### src/rtl/lincomb_rr_sequencer.sv
// Round-robin sharing of one R = 3A - 9B slave between two requesters; writes A then B, captures R.
// Latency: accept edge E0 -> response strobe during E4-E5; backpressure: ready only in IDLE, one transaction in flight.
module lincomb_rr_sequencer #(
    parameter int N = 32
) (
    input  logic         csi_clk,
    input  logic         rsi_srst,
    input  logic         coe_req0_valid,
    input  logic [N-1:0] coe_req0_a,
    input  logic [N-1:0] coe_req0_b,
    output logic         coe_req0_ready,
    input  logic         coe_req1_valid,
    input  logic [N-1:0] coe_req1_a,
    input  logic [N-1:0] coe_req1_b,
    output logic         coe_req1_ready,
    output logic [7:0]   avm_m0_address,
    output logic         avm_m0_write,
    output logic [N-1:0] avm_m0_writedata,
    input  logic [N-1:0] coe_r_in,
    output logic         coe_rsp_valid,
    output logic         coe_rsp_id,
    output logic [N-1:0] coe_rsp_data
);

    localparam logic [2:0] S_IDLE = 3'd0;
    localparam logic [2:0] S_WR_A = 3'd1;
    localparam logic [2:0] S_WR_B = 3'd2;
    localparam logic [2:0] S_WAIT = 3'd3;
    localparam logic [2:0] S_CAP  = 3'd4;

    logic [2:0]   state_q, state_d;
    logic         ptr_q, ptr_d;
    logic         id_q, id_d;
    logic [N-1:0] a_q, a_d;
    logic [N-1:0] b_q, b_d;
    logic         rsp_valid_q, rsp_valid_d;
    logic         rsp_id_q, rsp_id_d;
    logic [N-1:0] rsp_data_q, rsp_data_d;

    logic is_idle;
    logic grant0;
    logic grant1;

    // Readies are gated by reset so nothing is ever reported accepted on a reset edge.
    always_comb begin
        is_idle = (state_q == S_IDLE) && !rsi_srst;
        grant0  = is_idle && coe_req0_valid && (!coe_req1_valid || !ptr_q);
        grant1  = is_idle && coe_req1_valid && (!coe_req0_valid ||  ptr_q);
    end

    assign coe_req0_ready = grant0;
    assign coe_req1_ready = grant1;

    always_comb begin
        state_d     = state_q;
        ptr_d       = ptr_q;
        id_d        = id_q;
        a_d         = a_q;
        b_d         = b_q;
        rsp_valid_d = 1'b0;
        rsp_id_d    = rsp_id_q;
        rsp_data_d  = rsp_data_q;
        case (state_q)
            S_IDLE: begin
                if (grant0 || grant1) begin
                    id_d    = grant1;
                    a_d     = grant1 ? coe_req1_a : coe_req0_a;
                    b_d     = grant1 ? coe_req1_b : coe_req0_b;
                    ptr_d   = !grant1;
                    state_d = S_WR_A;
                end
            end
            S_WR_A: state_d = S_WR_B;
            S_WR_B: state_d = S_WAIT;
            S_WAIT: state_d = S_CAP;
            S_CAP: begin
                rsp_valid_d = 1'b1;
                rsp_id_d    = id_q;
                rsp_data_d  = coe_r_in;
                state_d     = S_IDLE;
            end
            default: state_d = S_IDLE;
        endcase
    end

    always_comb begin
        avm_m0_write     = 1'b0;
        avm_m0_address   = 8'd0;
        avm_m0_writedata = '0;
        if (state_q == S_WR_A) begin
            avm_m0_write     = 1'b1;
            avm_m0_writedata = a_q;
        end else if (state_q == S_WR_B) begin
            avm_m0_write     = 1'b1;
            avm_m0_address   = 8'd1;
            avm_m0_writedata = b_q;
        end
    end

    always_ff @(posedge csi_clk) begin
        if (rsi_srst) begin
            state_q     <= S_IDLE;
            ptr_q       <= 1'b0;
            id_q        <= 1'b0;
            a_q         <= '0;
            b_q         <= '0;
            rsp_valid_q <= 1'b0;
            rsp_id_q    <= 1'b0;
            rsp_data_q  <= '0;
        end else begin
            state_q     <= state_d;
            ptr_q       <= ptr_d;
            id_q        <= id_d;
            a_q         <= a_d;
            b_q         <= b_d;
            rsp_valid_q <= rsp_valid_d;
            rsp_id_q    <= rsp_id_d;
            rsp_data_q  <= rsp_data_d;
        end
    end

    assign coe_rsp_valid = rsp_valid_q;
    assign coe_rsp_id    = rsp_id_q;
    assign coe_rsp_data  = rsp_data_q;

endmodule

### config.mk
export PLATFORM = sky130hd
export DESIGN_NAME = lincomb_rr_sequencer
export DESIGN_NICKNAME = d
export VERILOG_FILES = /design/src/rtl/lincomb_rr_sequencer.sv
export SDC_FILE = /design/constraint.sdc
export NUM_CORES = 1
export LEC_CHECK = 0
export BUFFER_PORTS_ARGS = -buffer_cell sky130_fd_sc_hd__buf_2
export CORE_MARGIN = 5
export CORE_UTILIZATION = 35
export DETAILED_ROUTE_END_ITERATION = 7
export SYNTH_ARGS = -nofsm -noshare
export SYNTH_HDL_FRONTEND = slang
export SYNTH_SLANG_ARGS = --single-unit
### constraint.sdc
create_clock -name csi_clk -period 2.55 [get_ports csi_clk]
set_input_delay 0.51 -clock csi_clk [delete_from_list [all_inputs] [get_ports csi_clk]]
set_output_delay 0.51 -clock csi_clk [all_outputs]
set_load 0.02 [all_outputs]
==> metrics, run 1 <==
run status complete, no violations; I/O pin cnt 241; critical path's slowest cell sky130_fd_sc_hd__dfxtp_1; global-route wire length before repair 29670 um; Max Transition Viols Final 0; count of input and output buffers 233; largest net degree at the start of global routing 104; unrepaired setup endpoints after global routing no; final critical path time including I/O delays and setup 2.399 ns; ratio of routed vias to standard cells 5.860; number of fill cells in the layout 1509; largest area contributor in the synthesized netlist sky130_fd_sc_hd__dfxtp_1; Overall Power 4.545 mW; Wirelength per Cell 19.72 um; cell at the root of the clock tree sky130_fd_sc_hd__clkbuf_16; clock transition time at the flip-flop clock pins of the worst setup and hold paths 0.07 ns; post-synthesis adder-cell area fraction 0%; list of cells traversed by the critical path nor3b_2, buf_4, a22o_1, buf_2; setup slack of the most critical reg-to-reg path 0.55 ns; final instance count without filler cells 948; overall routing resource usage 20.37%; total number of vias 5555; kind of end point of the critical path output port; CTS max path bufs 2; placed cells 933; most area-consuming cells after synthesis sky130_fd_sc_hd__dfxtp_1, sky130_fd_sc_hd__a311oi_1, sky130_fd_sc_hd__nand4_1, sky130_fd_sc_hd__o31ai_2, sky130_fd_sc_hd__a21oi_1; endpoints failing setup 0; area added between synthesis and finish 27.28%; post-synthesis instance total 579; Fin Hold WS 0.4025 ns; Floorplan Core Area 0.01509 sq mm; Simple-Gate Fraction of Synth Area 12.46%; initial core utilization 35.41%; netlist area before placement 0.005344 sq mm; clock latency reported for the late side of the worst-skew pair 0.35 ns; routed wire length 18700 um; total number of H-tree levels 3; Die Area 0.01784 sq mm; number of global-route vias before repair 5671; count of clock tree sinks 103; Synth Warn # 0; proportion of layout cells with a drive suffix above 1 40.79%; final weighted congestion in routability-driven placement 0.7893; part of the Yosys area used for sequential elements 38.59%; largest family of logic cells by synthesized area compound AO/OA/AOI/OAI gates; leakage power total 2.733 nW; top flip-flop cell by instance count after synthesis sky130_fd_sc_hd__dfxtp_1; worst-case vdd ir drop 0.0002987 V; type of the tightest min-delay check in2reg; Maximum Capacitance Violations 0; Worst EP arrival 1.89 ns; sequential cell area 0.002063 sq mm; classification of the worst setup path reg2out; final-layout setup total negative slack 0 ns; ratio of final minimum period to clock period 94.07%; Max Fclk 416.9 MHz; met1 usage 26.98%; Startpoint Class flip-flop; data required time at the worst endpoint 2.04 ns; EDFF count, synth 0; Worst Max-Slew Pin Slew 1.104 ns; antenna violations before repair 0; met3 usage 4.154%; gr busiest metal met2; synthesized-area fraction occupied by ao, oa, aoi and oai cells 33.81%; share of synthesized flip-flops with an asynchronous set or reset 0%; XOR/XNOR Fraction of Synth Area 0.1639%; Total Nets Final 920; largest clock skew in the final design 0.008878 ns; count of endpoints failing hold in the final timing report 0; flip-flop and latch count after synthesis 103; post-CTS setup buffer count 0; post-route DRC violation count 0; Inserted Clock Buffers 9; detailed router's first-iteration violation count 329; Crit path largest cell delay 0.53 ns; # rows 45; Cell variety after synth 32; cell area power density 668.2 mW/mm^2; Die Ht 133.6 um; horizontal die dimension 133.6 um; count of antenna-violating nets left after detailed routing 0; Worst Path Max Fanout 21; remaining global-route overflow 0; met2 usage in global routing 33.75%; portion of netlist area occupied by mux cells 6.181%; count of inserted antenna diode cells 0; post-synth top area share 38.59%; max-slew headroom at the worst pin 26.43%; combined area of the multi-input logic cells 0.002863 sq mm; final HPWL from detailed placement 12620 um; TritonCTS clock tree done; TritonRoute pass-1 iters 5; syn avg cell area 9.229 sq um
## critical path, delay by kind of cell, from the launching register on
family | cells | cell delay (ns)
buffers and inverters | 2 | 0.52
AOI/OAI and AO/OA | 1 | 0.20
and+or+nand+nor | 1 | 0.28
DFF | 1 | 0.53
## cells by family after synthesis
group                     count (synthesis)
and+or+nand+nor                         117
muxes                                    33
xor gates and xnor gates                  1
DFF                                     103
buffers and inverters                    96
AOI/OAI and AO/OA                       228
other                                     1
## registers in the layout, indices dropped and copies added (netlist names)
register / flops
a_q: 32
b_q: 32
coe_rsp_data: 32
state_q: 3
coe_rsp_id: 1
coe_rsp_valid: 1
id_q: 1
ptr_q: 1
## cell usage in the layout, fill, tap and decap left out, types with 7 or more instances in the layout
master	n
sky130_fd_sc_hd__dfxtp_1	102
sky130_fd_sc_hd__conb_1	7
sky130_fd_sc_hd__nor2_1	34
sky130_fd_sc_hd__a311oi_1	64
sky130_fd_sc_hd__clkbuf_16	9
sky130_fd_sc_hd__o31ai_1	35
sky130_fd_sc_hd__a22o_1	32
sky130_fd_sc_hd__o31ai_2	29
sky130_fd_sc_hd__nand4_1	64
sky130_fd_sc_hd__buf_2	232
sky130_fd_sc_hd__a21oi_1	67
sky130_fd_sc_hd__buf_4	19
sky130_fd_sc_hd__mux2i_1	33
## stage by stage
stage	setup slack, ns	util [%]	cell area (sq um)
floorplan	0.3468	-	5366
global placement	0.4777	43.28	6531
detailed placement	0.4369	43.28	6531
CTS	0.1009	45.07	6800
global route	0.03386	45.07	6802
finish	0.1511	45.07	6802
## repair_timing
item	in CTS	in global routing
endpoints found under the hold margin	0	0
endpoints found under the setup margin	0	2
resized for setup	0	1
hold buffers	0	0
## path summary, 6_finish.rpt
path / to / startpoint / cells after the start
hold reg to reg: coe_rsp_data[7]$_SDFFE_PP0P_ / coe_rsp_data[7]$_SDFFE_PP0P_ / 2
setup / recovery: avm_m0_writedata[2] / state_q[1]$_SDFFE_PP0P_ / 4
setup reg to reg: a_q[2]$_SDFFE_PP0P_ / state_q[2]$_SDFFE_PP0P_ / 4
hold / removal: coe_rsp_data[29]$_SDFFE_PP0P_ / coe_r_in[29] / 3
## layer usage
layer	wire (um)	share of wire [%]
met5	0	0
met2	8973	48
met3	1331	7.1
met1	8149	44
met4	241	1.3
## cell usage after synthesis (8+ instances only)
cell type,number
sky130_fd_sc_hd__a311oi_1,64
sky130_fd_sc_hd__clkbuf_1,54
sky130_fd_sc_hd__mux2i_1,33
sky130_fd_sc_hd__dfxtp_1,103
sky130_fd_sc_hd__o31ai_2,29
sky130_fd_sc_hd__a21oi_1,67
sky130_fd_sc_hd__o31ai_1,35
sky130_fd_sc_hd__a22o_1,32
sky130_fd_sc_hd__buf_2,16
sky130_fd_sc_hd__buf_1,8
sky130_fd_sc_hd__nand4_1,64
sky130_fd_sc_hd__buf_4,9
sky130_fd_sc_hd__nor2_1,34
## area by class of cell
cell class                      count  share of cell area, %
Multi-Input combinational cell    386                  42.09
Sequential cell                   103                  30.33
Timing Repair Buffer              254                  20.05
Tap cell                          188                  3.458
Clock buffer                        9                  3.311
Clock inverter                      6                 0.6439
Inverter                            2                 0.1104
## report_power, final
part,internal [mW],leakage [nW],switching [mW],total [mW]
clock network,0.665,0.132,0.634,1.30
registers,1.78,0.844,0.113,1.89
logic,0.489,1.76,0.865,1.35
total,2.93,2.73,1.61,4.55
Note: power is estimated with default switching activity, not from simulation.
==> run 2, diff against run 1 <==
Settings changed: PLACE_DENSITY_LB_ADDON set to 0.25, SKIP_CTS_REPAIR_TIMING set to 1.
==> run 2 against run 1 <==
- via count is 0.14% higher
- highest routed layer unchanged
- largest power group unchanged
- clock-buffer cell count is 1 higher
- core utilization is 0.45 points higher
==> metrics, run 2 (synthesis results as in run 1) <==
cell area power density 676.2 mW/mm^2 (+1.2%); top cell family by delay on the critical path flip-flops; Maximum Capacitance Violations 0 (unchanged); type of the tightest min-delay check in2reg; CTS max path bufs 2 (unchanged); initial core utilization 35.41% (unchanged); final-layout setup total negative slack 0 ns (unchanged); Max Transition Viols Final 0 (unchanged); count of antenna-violating nets left after detailed routing 0 (unchanged); routed wire length 18470 um (-1.2%); endpoints failing setup 0 (unchanged); cell at the root of the clock tree sky130_fd_sc_hd__clkbuf_16; largest clock skew in the final design 0.006510 ns (-0.002368 ns); I/O pin cnt 241 (unchanged); Die Area 0.01784 sq mm (unchanged); final instance count without filler cells 951 (+0.32%); classification of the worst setup path reg2out; global-route wire length before repair 29500 um (-0.58%); Worst Path Max Fanout 24 (+14%); kind of end point of the critical path output port; total number of H-tree levels 3 (unchanged); count of endpoints failing hold in the final timing report 0 (unchanged); placed cells 934 (+0.11%); Total Nets Final 921 (+0.11%); final HPWL from detailed placement 12790 um (+1.3%); Bufs and invs on worst path 2 (unchanged); horizontal die dimension 133.6 um (unchanged); Worst EP arrival 1.93 ns (+0.04 ns); count of input and output buffers 233 (unchanged); overall routing resource usage 20.27% (-0.095 points); most common cell after layout, fill and taps aside sky130_fd_sc_hd__buf_2; TritonCTS clock tree done; Wirelength per Cell 19.42 um (-1.5%); unrepaired setup endpoints after global routing no; Max Fclk 409.0 MHz (-1.9%); critical path's slowest cell sky130_fd_sc_hd__dfxtp_1; area added between synthesis and finish 28.54%; final critical path time including I/O delays and setup 2.445 ns (+0.04591 ns); largest net degree at the start of global routing 79 (-24%); count of clock tree sinks 103 (unchanged); number of global-route vias before repair 5563 (-1.9%); run status complete, no violations; proportion of layout cells with a drive suffix above 1 40.68% (-0.11 points); Die Ht 133.6 um (unchanged); TritonRoute pass-1 iters 5 (unchanged); ratio of routed vias to standard cells 5.850 (-0.17%); ratio of final minimum period to clock period 95.87% (+1.8 points); Crit path largest cell delay 0.54 ns (about the same); worst-case vdd ir drop 0.0003961 V (+33%); total number of vias 5563 (+0.14%); Startpoint Class flip-flop; # rows 45 (unchanged); clock latency reported for the late side of the worst-skew pair 0.35 ns (about the same); antenna violations before repair 0 (unchanged); detailed router's first-iteration violation count 346 (+5.2%); Floorplan Core Area 0.01509 sq mm (unchanged); clock transition time at the flip-flop clock pins of the worst setup and hold paths 0.07 ns (about the same); list of cells traversed by the critical path nor3b_2, buf_4, a22o_1, buf_2; post-route DRC violation count 0 (unchanged); commonest cells after routing, fill and taps aside sky130_fd_sc_hd__buf_2, sky130_fd_sc_hd__dfxtp_1, sky130_fd_sc_hd__a21oi_1; data required time at the worst endpoint 2.04 ns (about the same); leakage power total 2.761 nW (+1.0%); Inserted Clock Buffers 9 (unchanged); Worst Max-Slew Pin Slew 0.6670 ns (-0.4365 ns); final weighted congestion in routability-driven placement 0.8189 (+3.8%); remaining global-route overflow 0 (unchanged); max-slew headroom at the worst pin 55.53% (+29 points)
==> run 2: area by class of cell <==
cell class	count	area [sq um]
diodes	1	2.502
clock buffers	10	229.0
clock inverters	6	61.31
fillers	1493	8220
inverters	2	7.507
multi-input cells	386	2863
flip-flops and latches	103	2062
well taps	188	235.2
repair buffers	255	1409
==> run 2: worst reg2reg max path: stages, from the launching register on <==
cell	delay, ns
sky130_fd_sc_hd__dfxtp_1	0.41
sky130_fd_sc_hd__or4_4	0.75
sky130_fd_sc_hd__buf_4	0.31
sky130_fd_sc_hd__o31ai_1	0.31
sky130_fd_sc_hd__a311oi_1	0.13
==> run 2: final timing paths <==
check | from | to | slack [ns] | cells after the start
setup reg to reg | state_q[2]$_SDFFE_PP0P_ | a_q[10]$_SDFFE_PP0P_ | 0.50 | 4
hold reg to reg | coe_rsp_data[12]$_SDFFE_PP0P_ | coe_rsp_data[12]$_SDFFE_PP0P_ | 0.49 | 2
setup / recovery | state_q[0]$_SDFFE_PP0P_ | avm_m0_writedata[19] | 0.11 | 4
hold / removal | rsi_srst | a_q[29]$_SDFFE_PP0P_ | 0.38 | 2
==> run 2: metal layers <==
layer | up-vias | part of all wire, % | global-route usage [%]
met5 | - | 0 | 0
met3 | 14 | 7.5 | 4.834
met4 | 0 | 0.99 | 5.543
met2 | 258 | 47 | 33.55
met1 | 2641 | 44 | 26.53
li1 | 2650 | - | -
==> run 2: through the flow <==
| stage | hold slack [ns] | util [%] | power, mW | cell area (sq um) | setup slack (ns) |
|---|---|---|---|---|---|
| floorplan | 0.4590 | - | 2.853 | 5366 | 0.3468 |
| global placement | 0.4684 | 43.58 | 3.271 | 6576 | 0.4603 |
| detailed placement | 0.4801 | 43.58 | 3.302 | 6576 | 0.3921 |
| CTS | 0.3668 | 45.51 | 4.690 | 6867 | 0.08694 |
| global route | 0.3701 | 45.51 | 4.895 | 6867 | 0.01206 |
| finish | 0.3830 | 45.52 | 4.645 | 6869 | 0.1052 |
==> run 2: report_power, final <==
group | total [mW] | switching [mW] | internal [mW] | leakage (nW)
Combinational | 1.37 | 0.865 | 0.506 | 1.78
Sequential | 1.89 | 0.114 | 1.78 | 0.844
Clock | 1.38 | 0.624 | 0.759 | 0.142
Total | 4.64 | 1.60 | 3.04 | 2.76
